--- src/rtl/axi_rab_w_drain_pkg.sv ---
// Shared definitions for the RAB W-beat drain: a small math helper package
// used for pointer sizing, and the drain's own types and constants.

package CfMath;

  // Ceiling log2; returns 0 for val <= 1.
  function automatic int log2(input int val);
    int res;
    res = 0;
    while ((1 << res) < val) begin
      res = res + 1;
    end
    return res;
  endfunction

endpackage

package rab_w_drain_pkg;

  // Per-burst handling state of the drain.
  typedef enum logic [1:0] {
    IDLE = 2'd0,
    FWD  = 2'd1,
    DROP = 2'd2
  } drain_state_e;

  // Width of the saturating dropped-burst counter.
  localparam int DROP_CNT_WIDTH = 16;

endpackage

--- src/rtl/axi_rab_w_drain_dec_fifo.sv ---
// Register-based 1-bit FIFO holding per-burst forward/drop decisions.
// A flush empties it in one cycle and discards any same-cycle push or pop.

module rab_dec_fifo #(
  parameter int DEPTH = 4
) (
  input  logic clk,
  input  logic rstn,
  input  logic flush_i,
  input  logic push_i,
  input  logic data_i,
  input  logic pop_i,
  output logic data_o,
  output logic empty_o,
  output logic full_o
);

  localparam int PTR_W = CfMath::log2(DEPTH);
  localparam int CNT_W = CfMath::log2(DEPTH) + 1;

  logic [DEPTH-1:0] r_mem;
  logic [PTR_W-1:0] r_wr_ptr;
  logic [PTR_W-1:0] r_rd_ptr;
  logic [CNT_W-1:0] r_cnt;

  logic w_push;
  logic w_pop;

  assign full_o  = (r_cnt == CNT_W'(DEPTH));
  assign empty_o = (r_cnt == '0);
  assign data_o  = r_mem[r_rd_ptr];

  // A push is refused while full even if a pop frees a slot this cycle.
  assign w_push = push_i && !full_o && !flush_i;
  assign w_pop  = pop_i && !empty_o && !flush_i;

  // Pointer and occupancy bookkeeping.
  // NOTE: sequential state uses non-blocking (<=) so every register samples
  // pre-edge values; blocking here would create order-dependent races.
  always_ff @(posedge clk or negedge rstn) begin
    if (!rstn) begin
      r_wr_ptr <= '0;
      r_rd_ptr <= '0;
      r_cnt    <= '0;
    end else if (flush_i) begin
      r_wr_ptr <= '0;
      r_rd_ptr <= '0;
      r_cnt    <= '0;
    end else begin
      if (w_push) begin
        r_wr_ptr <= (r_wr_ptr == PTR_W'(DEPTH - 1)) ? '0 : r_wr_ptr + PTR_W'(1);
      end
      if (w_pop) begin
        r_rd_ptr <= (r_rd_ptr == PTR_W'(DEPTH - 1)) ? '0 : r_rd_ptr + PTR_W'(1);
      end
      case ({w_push, w_pop})
        2'b10:   r_cnt <= r_cnt + CNT_W'(1);
        2'b01:   r_cnt <= r_cnt - CNT_W'(1);
        default: r_cnt <= r_cnt;
      endcase
    end
  end

  // Decision storage, written on accepted pushes.
  // NOTE: storage is deliberately not reset; the occupancy counter guarantees
  // no slot is read before it is written, so a reset here buys nothing.
  always_ff @(posedge clk) begin
    if (w_push) begin
      r_mem[r_wr_ptr] <= data_i;
    end
  end

endmodule

--- src/rtl/axi_rab_w_drain.sv ---
// Drains the RAB W-beat buffer in order: each burst is either forwarded to
// the master W channel or consumed silently, as decided by a queue of
// per-burst verdicts from the translation path. The datapath is purely
// combinational; only the decision queue, FSM, flush latch and drop counter
// hold state.

module axi_rab_w_drain
  import rab_w_drain_pkg::*;
#(
  parameter int AXI_DATA_WIDTH = 64,
  parameter int AXI_USER_WIDTH = 6,
  parameter int DEC_DEPTH      = 4
) (
  input  logic                        clk,
  input  logic                        rstn,
  input  logic                        flush_i,
  input  logic [AXI_DATA_WIDTH-1:0]   buf_data_i,
  input  logic [AXI_DATA_WIDTH/8-1:0] buf_strb_i,
  input  logic                        buf_last_i,
  input  logic [AXI_USER_WIDTH-1:0]   buf_user_i,
  input  logic                        buf_valid_i,
  output logic                        buf_ready_o,
  input  logic                        dec_valid_i,
  input  logic                        dec_drop_i,
  output logic                        dec_ready_o,
  output logic [AXI_DATA_WIDTH-1:0]   m_wdata_o,
  output logic [AXI_DATA_WIDTH/8-1:0] m_wstrb_o,
  output logic                        m_wlast_o,
  output logic [AXI_USER_WIDTH-1:0]   m_wuser_o,
  output logic                        m_wvalid_o,
  input  logic                        m_wready_i,
  output logic [DROP_CNT_WIDTH-1:0]   drop_cnt_o,
  output logic                        busy_o
);

  drain_state_e r_state;
  drain_state_e w_state_nxt;

  logic                      r_flush_pend;
  logic [DROP_CNT_WIDTH-1:0] r_drop_cnt;

  logic w_dec_head;
  logic w_dec_empty;
  logic w_dec_full;
  logic w_dec_pop;

  logic w_fwd_stall;
  logic w_flush_apply;
  logic w_seek;
  logic w_drop_inc;
  logic w_buf_ready;
  logic w_m_wvalid;

  rab_dec_fifo #(
    .DEPTH (DEC_DEPTH)
  ) u_dec_fifo (
    .clk     (clk),
    .rstn    (rstn),
    .flush_i (w_flush_apply),
    .push_i  (dec_valid_i),
    .data_i  (dec_drop_i),
    .pop_i   (w_dec_pop),
    .data_o  (w_dec_head),
    .empty_o (w_dec_empty),
    .full_o  (w_dec_full)
  );

  // A presented-but-unaccepted forward beat must not lose VALID, so a flush
  // is held back until that beat's handshake.
  assign w_fwd_stall   = (r_state == FWD) && buf_valid_i && !m_wready_i;
  assign w_flush_apply = (flush_i || r_flush_pend) && !w_fwd_stall;

  // Next-state, buffer pop and master-valid decode.
  // NOTE: every signal gets a default before the case; a path that leaves
  // one unassigned would infer a latch.
  always_comb begin
    w_state_nxt = r_state;
    w_dec_pop   = 1'b0;
    w_buf_ready = 1'b0;
    w_m_wvalid  = 1'b0;
    w_seek      = 1'b0;
    w_drop_inc  = 1'b0;

    case (r_state)
      IDLE: begin
        w_seek = 1'b1;
      end
      FWD: begin
        w_m_wvalid  = buf_valid_i;
        w_buf_ready = m_wready_i;
        w_seek      = buf_valid_i && m_wready_i && buf_last_i;
      end
      DROP: begin
        w_buf_ready = 1'b1;
        w_seek      = buf_valid_i && buf_last_i;
        w_drop_inc  = w_seek;
      end
      default: begin
        w_state_nxt = IDLE;
      end
    endcase

    // Idle or end of burst: take the next verdict without a bubble if queued.
    if (w_seek) begin
      if (!w_dec_empty) begin
        w_dec_pop   = 1'b1;
        w_state_nxt = w_dec_head ? DROP : FWD;
      end else begin
        w_state_nxt = IDLE;
      end
    end

    if (w_flush_apply) begin
      w_state_nxt = IDLE;
      w_dec_pop   = 1'b0;
      w_drop_inc  = 1'b0;
    end
  end

  // FSM state register.
  always_ff @(posedge clk or negedge rstn) begin
    if (!rstn) begin
      r_state <= IDLE;
    end else begin
      r_state <= w_state_nxt;
    end
  end

  // Remember a flush that arrived while a forward beat was stalled.
  always_ff @(posedge clk or negedge rstn) begin
    if (!rstn) begin
      r_flush_pend <= 1'b0;
    end else if (w_flush_apply) begin
      r_flush_pend <= 1'b0;
    end else if (flush_i) begin
      r_flush_pend <= 1'b1;
    end
  end

  // Saturating count of discarded bursts; survives flushes.
  always_ff @(posedge clk or negedge rstn) begin
    if (!rstn) begin
      r_drop_cnt <= '0;
    end else if (w_drop_inc && (r_drop_cnt != '1)) begin
      r_drop_cnt <= r_drop_cnt + DROP_CNT_WIDTH'(1);
    end
  end

  assign buf_ready_o = w_buf_ready;
  assign m_wvalid_o  = w_m_wvalid;
  assign m_wdata_o   = buf_data_i;
  assign m_wstrb_o   = buf_strb_i;
  assign m_wlast_o   = buf_last_i;
  assign m_wuser_o   = buf_user_i;
  assign dec_ready_o = !w_dec_full;
  assign drop_cnt_o  = r_drop_cnt;
  assign busy_o      = (r_state != IDLE) || !w_dec_empty;

endmodule

--- config.mk ---
export PLATFORM = sky130hd
export DESIGN_NAME = axi_rab_w_drain
export DESIGN_NICKNAME = d
export VERILOG_FILES = /design/src/rtl/axi_rab_w_drain_pkg.sv /design/src/rtl/axi_rab_w_drain_dec_fifo.sv /design/src/rtl/axi_rab_w_drain.sv
export SDC_FILE = /design/constraint.sdc
export NUM_CORES = 1
export LEC_CHECK = 0
export CAP_MARGIN = 0
export CORE_ASPECT_RATIO = 1.4
export CORE_MARGIN = 2
export CORE_UTILIZATION = 35
export CTS_BUF_LIST = sky130_fd_sc_hd__clkbuf_4 sky130_fd_sc_hd__clkbuf_8 sky130_fd_sc_hd__clkbuf_16
export DETAILED_ROUTE_END_ITERATION = 10
export GPL_ROUTABILITY_DRIVEN = 0
export GPL_TIMING_DRIVEN = 1
export PLACE_DENSITY_LB_ADDON = 0.05
export SLEW_MARGIN = 20
export SYNTH_ARGS = -nofsm -noshare
export SYNTH_HDL_FRONTEND = slang
export SYNTH_HIERARCHICAL = 1
export SYNTH_SLANG_ARGS = --single-unit
--- constraint.sdc ---
create_clock -name clk -period 3.2 [get_ports clk]
set_input_delay 0.8 -clock clk [delete_from_list [all_inputs] [get_ports clk]]
set_output_delay 0.8 -clock clk [all_outputs]
set_load 0.01 [all_outputs]
==> flow_metrics.tcl, run 1 <==
set metrics [dict create \
    outcome "finished, final reports clean" \
    ir_worst_vdd_mv 0.320 \
    power_uw 1370 \
    grt_start_max_net_pins 27 \
    hold_buffers 0 \
    post-place-ws_ps -223 \
    post-route-drc-count 0 \
    die_y_um 103 \
    nNetsFinal 315 \
    r2r_end "u_dec_fifo/r_cnt[1]$_DFFE_PN0P_" \
    drt_wl_total_um 4480 \
    timing.rr.start "r_state[1]$_DFFE_PN0P_" \
    cts_made_buffers 5 \
    fp.dieArea_um2 7740 \
    instances_no_fill 314 \
    power_leakage_uw 0.000991 \
    cts-root-buf "clkbuf_8" \
    synth_top_area_cell "dfrtp_1" \
    firstDrtPassIters 4 \
    avgSynthCellArea_um2 9.52 \
    ys_ff_latch 30 \
    detail_route.wl_per_cell_um 14.3 \
    via_per_inst 4.99 \
    clockBufferDepth 2 \
    grtUsageTotal_pct 12.3 \
    maxSlewHeadroom_pct 63.9 \
    synth_ff_type "dfrtp_1" \
    endpoint_kind "primary output" \
    finalInstanceArea_um2 2390 \
    fin_worst_hold_slack_ps 495 \
    syn_nets 356 \
    place_area_um2 2300 \
    yosysMostFrequentCell "buf_4" \
    max_freq_mhz 334 \
    num_vias 1566 \
    synthTopCellsByArea "dfrtp_1 (26%), buf_4 (24%), ha_1 (5.1%), edfxtp_1 (4.9%), xnor2_1 (3.6%)" \
    clock_sinks 30 \
    htreeDepth 2 \
    diodes 0 \
    finalClockSkew_ps 10.8 \
    min_from "drop_cnt_o[5]$_DFFE_PN0P_" \
    grt_pass1_vias 1550 \
    reg2reg_depth 14 \
    clk_latency_ps 280 \
    synth_cell_types 52 \
    fin_crit_sh_pct 93.4 \
    ys_seq_area_share_pct 31.3 \
    drt_iter0_drc 46 \
    clkPwrFrac_pct 22.1 \
    cp_max_fo 4 \
    cap_violations 0 \
    port_buffers 28 \
    ios 185 \
    regToRegSetupSlack_ps 530 \
    dp_cells 306 \
    initial_core_util_pct 35.8 \
    synthArstFlopShare_pct 86.7 \
    gr-total-overflow 0 \
    hold-path-cell-count 1 \
    synthCells 259 \
    worst-setup-path-type "primary input to primary output" \
    hold_viol 0 \
    synth-edff-count 4 \
    hold_path_class "flop to flop" \
    yosys-top-cells-count "buf_4 (80), dfrtp_1 (26), a21oi_1 (12)" \
    core_um2 6890 \
    die_w_um 74.9 \
    p_int_uw 881 \
    grt_pass1_wl_um 7340 \
    yosysWarnings 6 \
    power.density_nw_per_um2 573 \
    grt_setup_unrepaired "false" \
    cp.required_ps 2400 \
    finalWorstSetupSlack_ps 210 \
    synth_area_um2 2460 \
    clk_pin_slew_ps 70 \
    drive_gt1_share_pct 16.9 \
    num_rows 36 \
    setup_viol 0 \
    swShare_pct 35.7 \
    worstPathArrival_ps 2190 \
    combPwrFrac_pct 38.9 \
    slew_viol_final 0 \
    grt_antenna_before_repair 0 \
    power.switching_uw 489 \
    antenna_left 0 \
    cts_tree "built" \
    area_delta_synth_final_pct -3.00 \
    worst_pin_slew_ps 542 \
    min_to "drop_cnt_o[5]$_DFFE_PN0P_" \
    crit_path_start_kind "primary input" \
    p_seq_share_pct 39.1 \
    fin_crit_ps 2990 \
    synth_top_cell_area_share_pct 26.4 \
    hpwl_um 3370 \
]
## sequential cells by signal, indices dropped and copies added (netlist names)
name,count
drop_cnt_o,16
r_flush_pend,1
r_state,2
u_dec_fifo/r_cnt,3
u_dec_fifo/r_mem,4
u_dec_fifo/r_rd_ptr,2
u_dec_fifo/r_wr_ptr,2
## placed cells by master, fill, tap and decap left out, types with 2 or more instances in the layout
master,count
nor4_1,3
xnor2_1,10
dfrtp_1,26
nand3_1,3
ha_1,10
clkbuf_8,5
mux2i_1,2
or2_2,2
and2_1,6
buf_4,12
nor3_1,5
and4_1,4
nor3b_1,2
nor2_1,10
edfxtp_1,4
mux2_2,3
and3_1,5
xor2_1,2
o211ai_1,2
or3_1,3
a21oi_1,12
o2111ai_1,3
inv_1,6
o21ai_0,3
nor2b_1,5
clkdlybuf4s50_1,28
nand2_1,10
nand4_1,5
## layer usage
metal	global-route usage [%]	vias up	wire, µm
met2	20.2	63	2330
met5	0	-	0
met3	5.04	9	299
li1	-	722	-
met4	6.18	0	85
met1	13.7	772	1760
## worst max path at each step
stage,start,slack [ps],depth (start not counted),to
2_1_floorplan,buf_valid_i,310,12,u_dec_fifo/r_cnt[1]$_DFFE_PN0P_
3_3_place_gp,buf_valid_i,-160,13,u_dec_fifo/r_cnt[1]$_DFFE_PN0P_
3_5_place_dp,buf_valid_i,-220,13,u_dec_fifo/r_cnt[1]$_DFFE_PN0P_
4_1_cts,buf_valid_i,70,13,u_dec_fifo/r_cnt[1]$_DFFE_PN0P_
5_1_grt,buf_valid_i,40,13,u_dec_fifo/r_cnt[1]$_DFFE_PN0P_
6_report,m_wready_i,210,5,buf_ready_o
## area by class of cell
| cell class | count | area (µm²) |
|---|---|---|
| Clock buffer | 6 | 76.3 |
| Clock inverter | 2 | 8.76 |
| Fill cell | 704 | 4500 |
| Inverter | 6 | 22.5 |
| Multi-Input combinational cell | 135 | 1020 |
| Sequential cell | 30 | 771 |
| Tap cell | 95 | 119 |
| Timing Repair Buffer | 40 | 370 |
## worst max-delay path, cell delays in order
cell             delay, ps
clkdlybuf4s50_1        530
a21oi_1                100
buf_4                  130
nor2b_1                 90
clkdlybuf4s50_1        540
## timing repair
action,in CTS,in global routing
resized for setup,0,2
setup buffers,0,0
setup endpoints to repair,0,1
## cells by family (layout without fill, tap and decap cells)
group                    count (synthesis)  after routing  share of synthesized area [%]
flip-flops                              30             30                           31.3
AO/OA/AOI/OAI                           33             33                           10.1
XOR/XNOR                                12             12                           4.26
buffers and inverters                   94             54                           27.6
multiplexers                             7              7                           3.55
AND/OR/NAND/NOR                         72             72                           17.4
adder cells (fa/ha/maj)                 11             11                           5.89
## stage by stage
step / TNS [ps] / utilization (%)
floorplan: 0 / -
global placement: -168 / 33.3
detailed placement: -276 / 33.3
CTS: 0 / 34.5
global route: 0 / 34.7
finish: 0 / 34.7
## power groups by stage
stage	Sequential [µW]	Clock (µW)	Combinational [µW]
6_report	535	302	532
2_1_floorplan	490	0	497
3_5_place_dp	543	0	537
3_3_place_gp	540	0	521
4_1_cts	536	315	541
5_1_grt	549	329	605
Note: power is estimated with default switching activity, not from simulation.
==> run 2: changes to the inputs <==
--- a/config.mk
+++ b/config.mk
@@ -7,8 +7,7 @@
 export LEC_CHECK = 0
 export CAP_MARGIN = 0
 export CORE_ASPECT_RATIO = 1.4
-export CORE_MARGIN = 2
-export CORE_UTILIZATION = 35
+export CORE_UTILIZATION = 33
 export CTS_BUF_LIST = sky130_fd_sc_hd__clkbuf_4 sky130_fd_sc_hd__clkbuf_8 sky130_fd_sc_hd__clkbuf_16
 export DETAILED_ROUTE_END_ITERATION = 10
 export GPL_ROUTABILITY_DRIVEN = 0
@@ -17,5 +16,4 @@
 export SLEW_MARGIN = 20
 export SYNTH_ARGS = -nofsm -noshare
 export SYNTH_HDL_FRONTEND = slang
-export SYNTH_HIERARCHICAL = 1
 export SYNTH_SLANG_ARGS = --single-unit
==> run 2 against run 1 <==
  * Fmax grew 1.8%
  * Register-to-register slack gained 160 ps
  * Clock power grew 8.3%
  * Largest cell class unchanged
  * Clock skew shrank 7.6 ps
  * Sequential share of layout area grew 2.5 points
  * Worst hold slack gained 17 ps
  * Critical endpoint is now m_wvalid_o
  * Critical path type unchanged
  * Wire length shrank 6.0%
  * Synthesized cell count shrank 12%
  * Global-route usage grew 0.53 points
  * Design area shrank 7.2%
  * Die area shrank 7.2%
  * Non-clock buffer count shrank 3
==> flow_metrics.tcl, run 2 <==
set metrics [dict create \
    post-route-drc-count 0 \
    firstDrtPassIters 4 \
    area_delta_synth_final_pct -1.72 \
    grtUsageTotal_pct 12.9 \
    endpoint_kind "primary output" \
    multiInputGateArea_um2 857 \
    fin_worst_hold_slack_ps 512 \
    largest_register_ffs 16 \
    ios 185 \
    grt_pass1_vias 1465 \
    cp-startpoint "buf_valid_i" \
    grt_start_max_net_pins 27 \
    fin_crit_ps 2940 \
    via_per_inst 4.71 \
    max_freq_mhz 341 \
    cts-root-buf "clkbuf_8" \
    regToRegSetupSlack_ps 690 \
    final-seq-area_um2 771 \
    drt_iter0_drc 29 \
    r2r_end "u_dec_fifo.r_cnt[2]$_DFFE_PN0P_" \
    fin_util_pct 33.6 \
    yosysWarnings 0 \
    fin_setup_tns_ps 0 \
    p_seq_share_pct 38.8 \
    cts_tree "built" \
    grt_antenna_before_repair 0 \
    endpoint "m_wvalid_o" \
    synth_ff_type "dfrtp_1" \
    grt_pass1_wl_um 7070 \
    clock_sinks 30 \
    hpwl_um 3220 \
    port_buffers 28 \
    syn_nets 327 \
    clk_latency_ps 280 \
    power_uw 1260 \
    synthCells 229 \
    ys_ff_latch 30 \
    final_cell_mix "clkdlybuf4s50_1 (28), dfrtp_1 (26), nand2_1 (11), nand3_1 (11), ha_1 (11)" \
    fin_crit_sh_pct 91.8 \
    maxSlewHeadroom_pct 58.3 \
    worst_pin_slew_ps 621 \
    timing.rr.start "r_state[0]$_DFFE_PN0P_" \
    htreeDepth 2 \
    synthTopCellsByArea "dfrtp_1 (29%), buf_4 (26%), ha_1 (6.1%), edfxtp_1 (5.3%), xnor2_1 (3.1%)" \
    synth_area_um2 2260 \
    avgSynthCellArea_um2 9.86 \
    synth-edff-count 4 \
    synth_cell_types 43 \
    power.density_nw_per_um2 568 \
    reg2reg_depth 10 \
    hold_buffers 0 \
    min_from "drop_cnt_o[15]$_DFFE_PN0P_" \
    power.switching_uw 416 \
    ctsResizeCount 0 \
    outcome "finished, final reports clean" \
    num_vias 1348 \
    ir_worst_vdd_mv 0.210 \
    grt_setup_unrepaired "false" \
    detail_route.wl_per_cell_um 14.7 \
    finalClockSkew_ps 3.23 \
    layout_commonest_cell "clkdlybuf4s50_1" \
    cts_made_buffers 5 \
    slew_viol_final 0 \
    yosysMostFrequentCell "buf_4" \
    power_leakage_uw 0.000962 \
    drt_wl_total_um 4210 \
    path_cells "clkdlybuf4s50_1 -> buf_4 -> and2_1 -> clkdlybuf4s50_1" \
    combPwrFrac_pct 35.3 \
    finalWorstSetupSlack_ps 264 \
    core_um2 6610 \
    yosys-top-cells-count "buf_4 (79), dfrtp_1 (26), ha_1 (11), nand2_1 (11), nand3_1 (11)" \
    critPathMaxStageDelay_ps 540 \
    worst-setup-path-type "primary input to primary output" \
    hold_path_class "flop to flop" \
    synth_top_cell_area_share_pct 28.8 \
    clockBufferDepth 2 \
    post-place-ws_ps 15.8 \
    clkPwrFrac_pct 25.9 \
    synth_top_area_cell "dfrtp_1" \
    setup_viol 0 \
    fp.dieArea_um2 7180 \
    die_y_um 99.9 \
    cap_violations 0 \
    hold_viol 0 \
    swShare_pct 33.0 \
    drive_gt1_share_pct 13.9 \
    clk_pin_slew_ps 60 \
    crit_path_top_delay_cell "clkdlybuf4s50_1" \
    p_int_uw 845 \
    cp.required_ps 2400 \
    cp_max_fo 4 \
    gr-total-overflow 0 \
    synthArstFlopShare_pct 86.7 \
    ys_seq_area_share_pct 34.1 \
    crit_path_start_kind "primary input" \
    crit_top_cell "clkdlybuf4s50_1" \
    diodes 0 \
    num_rows 35 \
    initial_core_util_pct 34.2 \
    nNetsFinal 291 \
    die_w_um 71.9 \
    worstPathArrival_ps 2140 \
    cts_setup_buffers 0 \
    n_fill_cell 667 \
    antenna_left 0 \
]
-- run 2: cell types whose count changed after synthesis, sizes merged, moves of 4 or more --
cell,previous run,this run
nor2b,5,1
nand3,3,11
buf,87,80
a21oi,13,5
nor2,10,6
o2111ai,4,0
and3,5,0
xor2,2,8
and4,4,0
-- run 2: area by class of cell --
type | count | share of cell area [%]
Inverter | 9 | 1.52
Multi-Input combinational cell | 110 | 38.6
Tap cell | 92 | 5.19
Sequential cell | 30 | 34.7
Clock inverter | 1 | 0.225
Timing Repair Buffer | 37 | 15.7
Clock buffer | 7 | 4.06
-- run 2: power by group through the flow --
stage / combinational (µW) / clock, µW / sequential [µW]
floorplan: 361 / 0 / 489
global placement: 449 / 0 / 497
detailed placement: 453 / 0 / 498
CTS: 458 / 345 / 491
global route: 503 / 360 / 502
finish: 445 / 327 / 489
-- run 2: worst max-delay path, delay by kind of cell --
family / cells / cell delay (ps)
buf+inv: 3 / 1200
simple gates: 1 / 140
-- run 2: how the worst min path moves through the flow --
stage | slack [ps] | cells after the start | to
finish | 510 | 1 | drop_cnt_o[15]$_DFFE_PN0P_
global route | 550 | 1 | drop_cnt_o[15]$_DFFE_PN0P_
CTS | 510 | 1 | drop_cnt_o[15]$_DFFE_PN0P_
detailed placement | 500 | 1 | drop_cnt_o[15]$_DFFE_PN0P_
global placement | 490 | 1 | drop_cnt_o[15]$_DFFE_PN0P_
floorplan | 500 | 0 | drop_cnt_o[0]$_DFFE_PN0P_
-- run 2: logic make-up after synthesis --
logic type                 after synthesis  synth area share [%]
and+or+nand+nor                         63                  17.6
muxes                                    4                  2.60
DFF                                     30                  34.1
adders and majority gates               12                  6.98
xor gates and xnor gates                16                  6.21
buffers and inverters                   89                  27.9
AOI/OAI and AO/OA                       15                  4.60
-- run 2: metal layers --
layer | track usage [%] | part of all wire, % | wire, µm | vias to the layer above
li1 | - | - | - | 619
met1 | 12.8 | 40 | 1670 | 672
met2 | 24.5 | 53 | 2230 | 47
met3 | 4.12 | 5.6 | 234 | 10
met4 | 4.83 | 1.5 | 65 | 0
met5 | 0 | 0 | 0 | -
-- run 2: per-stage QoR --
step / cell area [µm²] / std cells
final: 2220 / 286
after detailed placement: 2120 / 278
after floorplan: 2260 / 229
after global routing: 2220 / 286
after CTS: 2220 / 286
after global placement: 2120 / 278
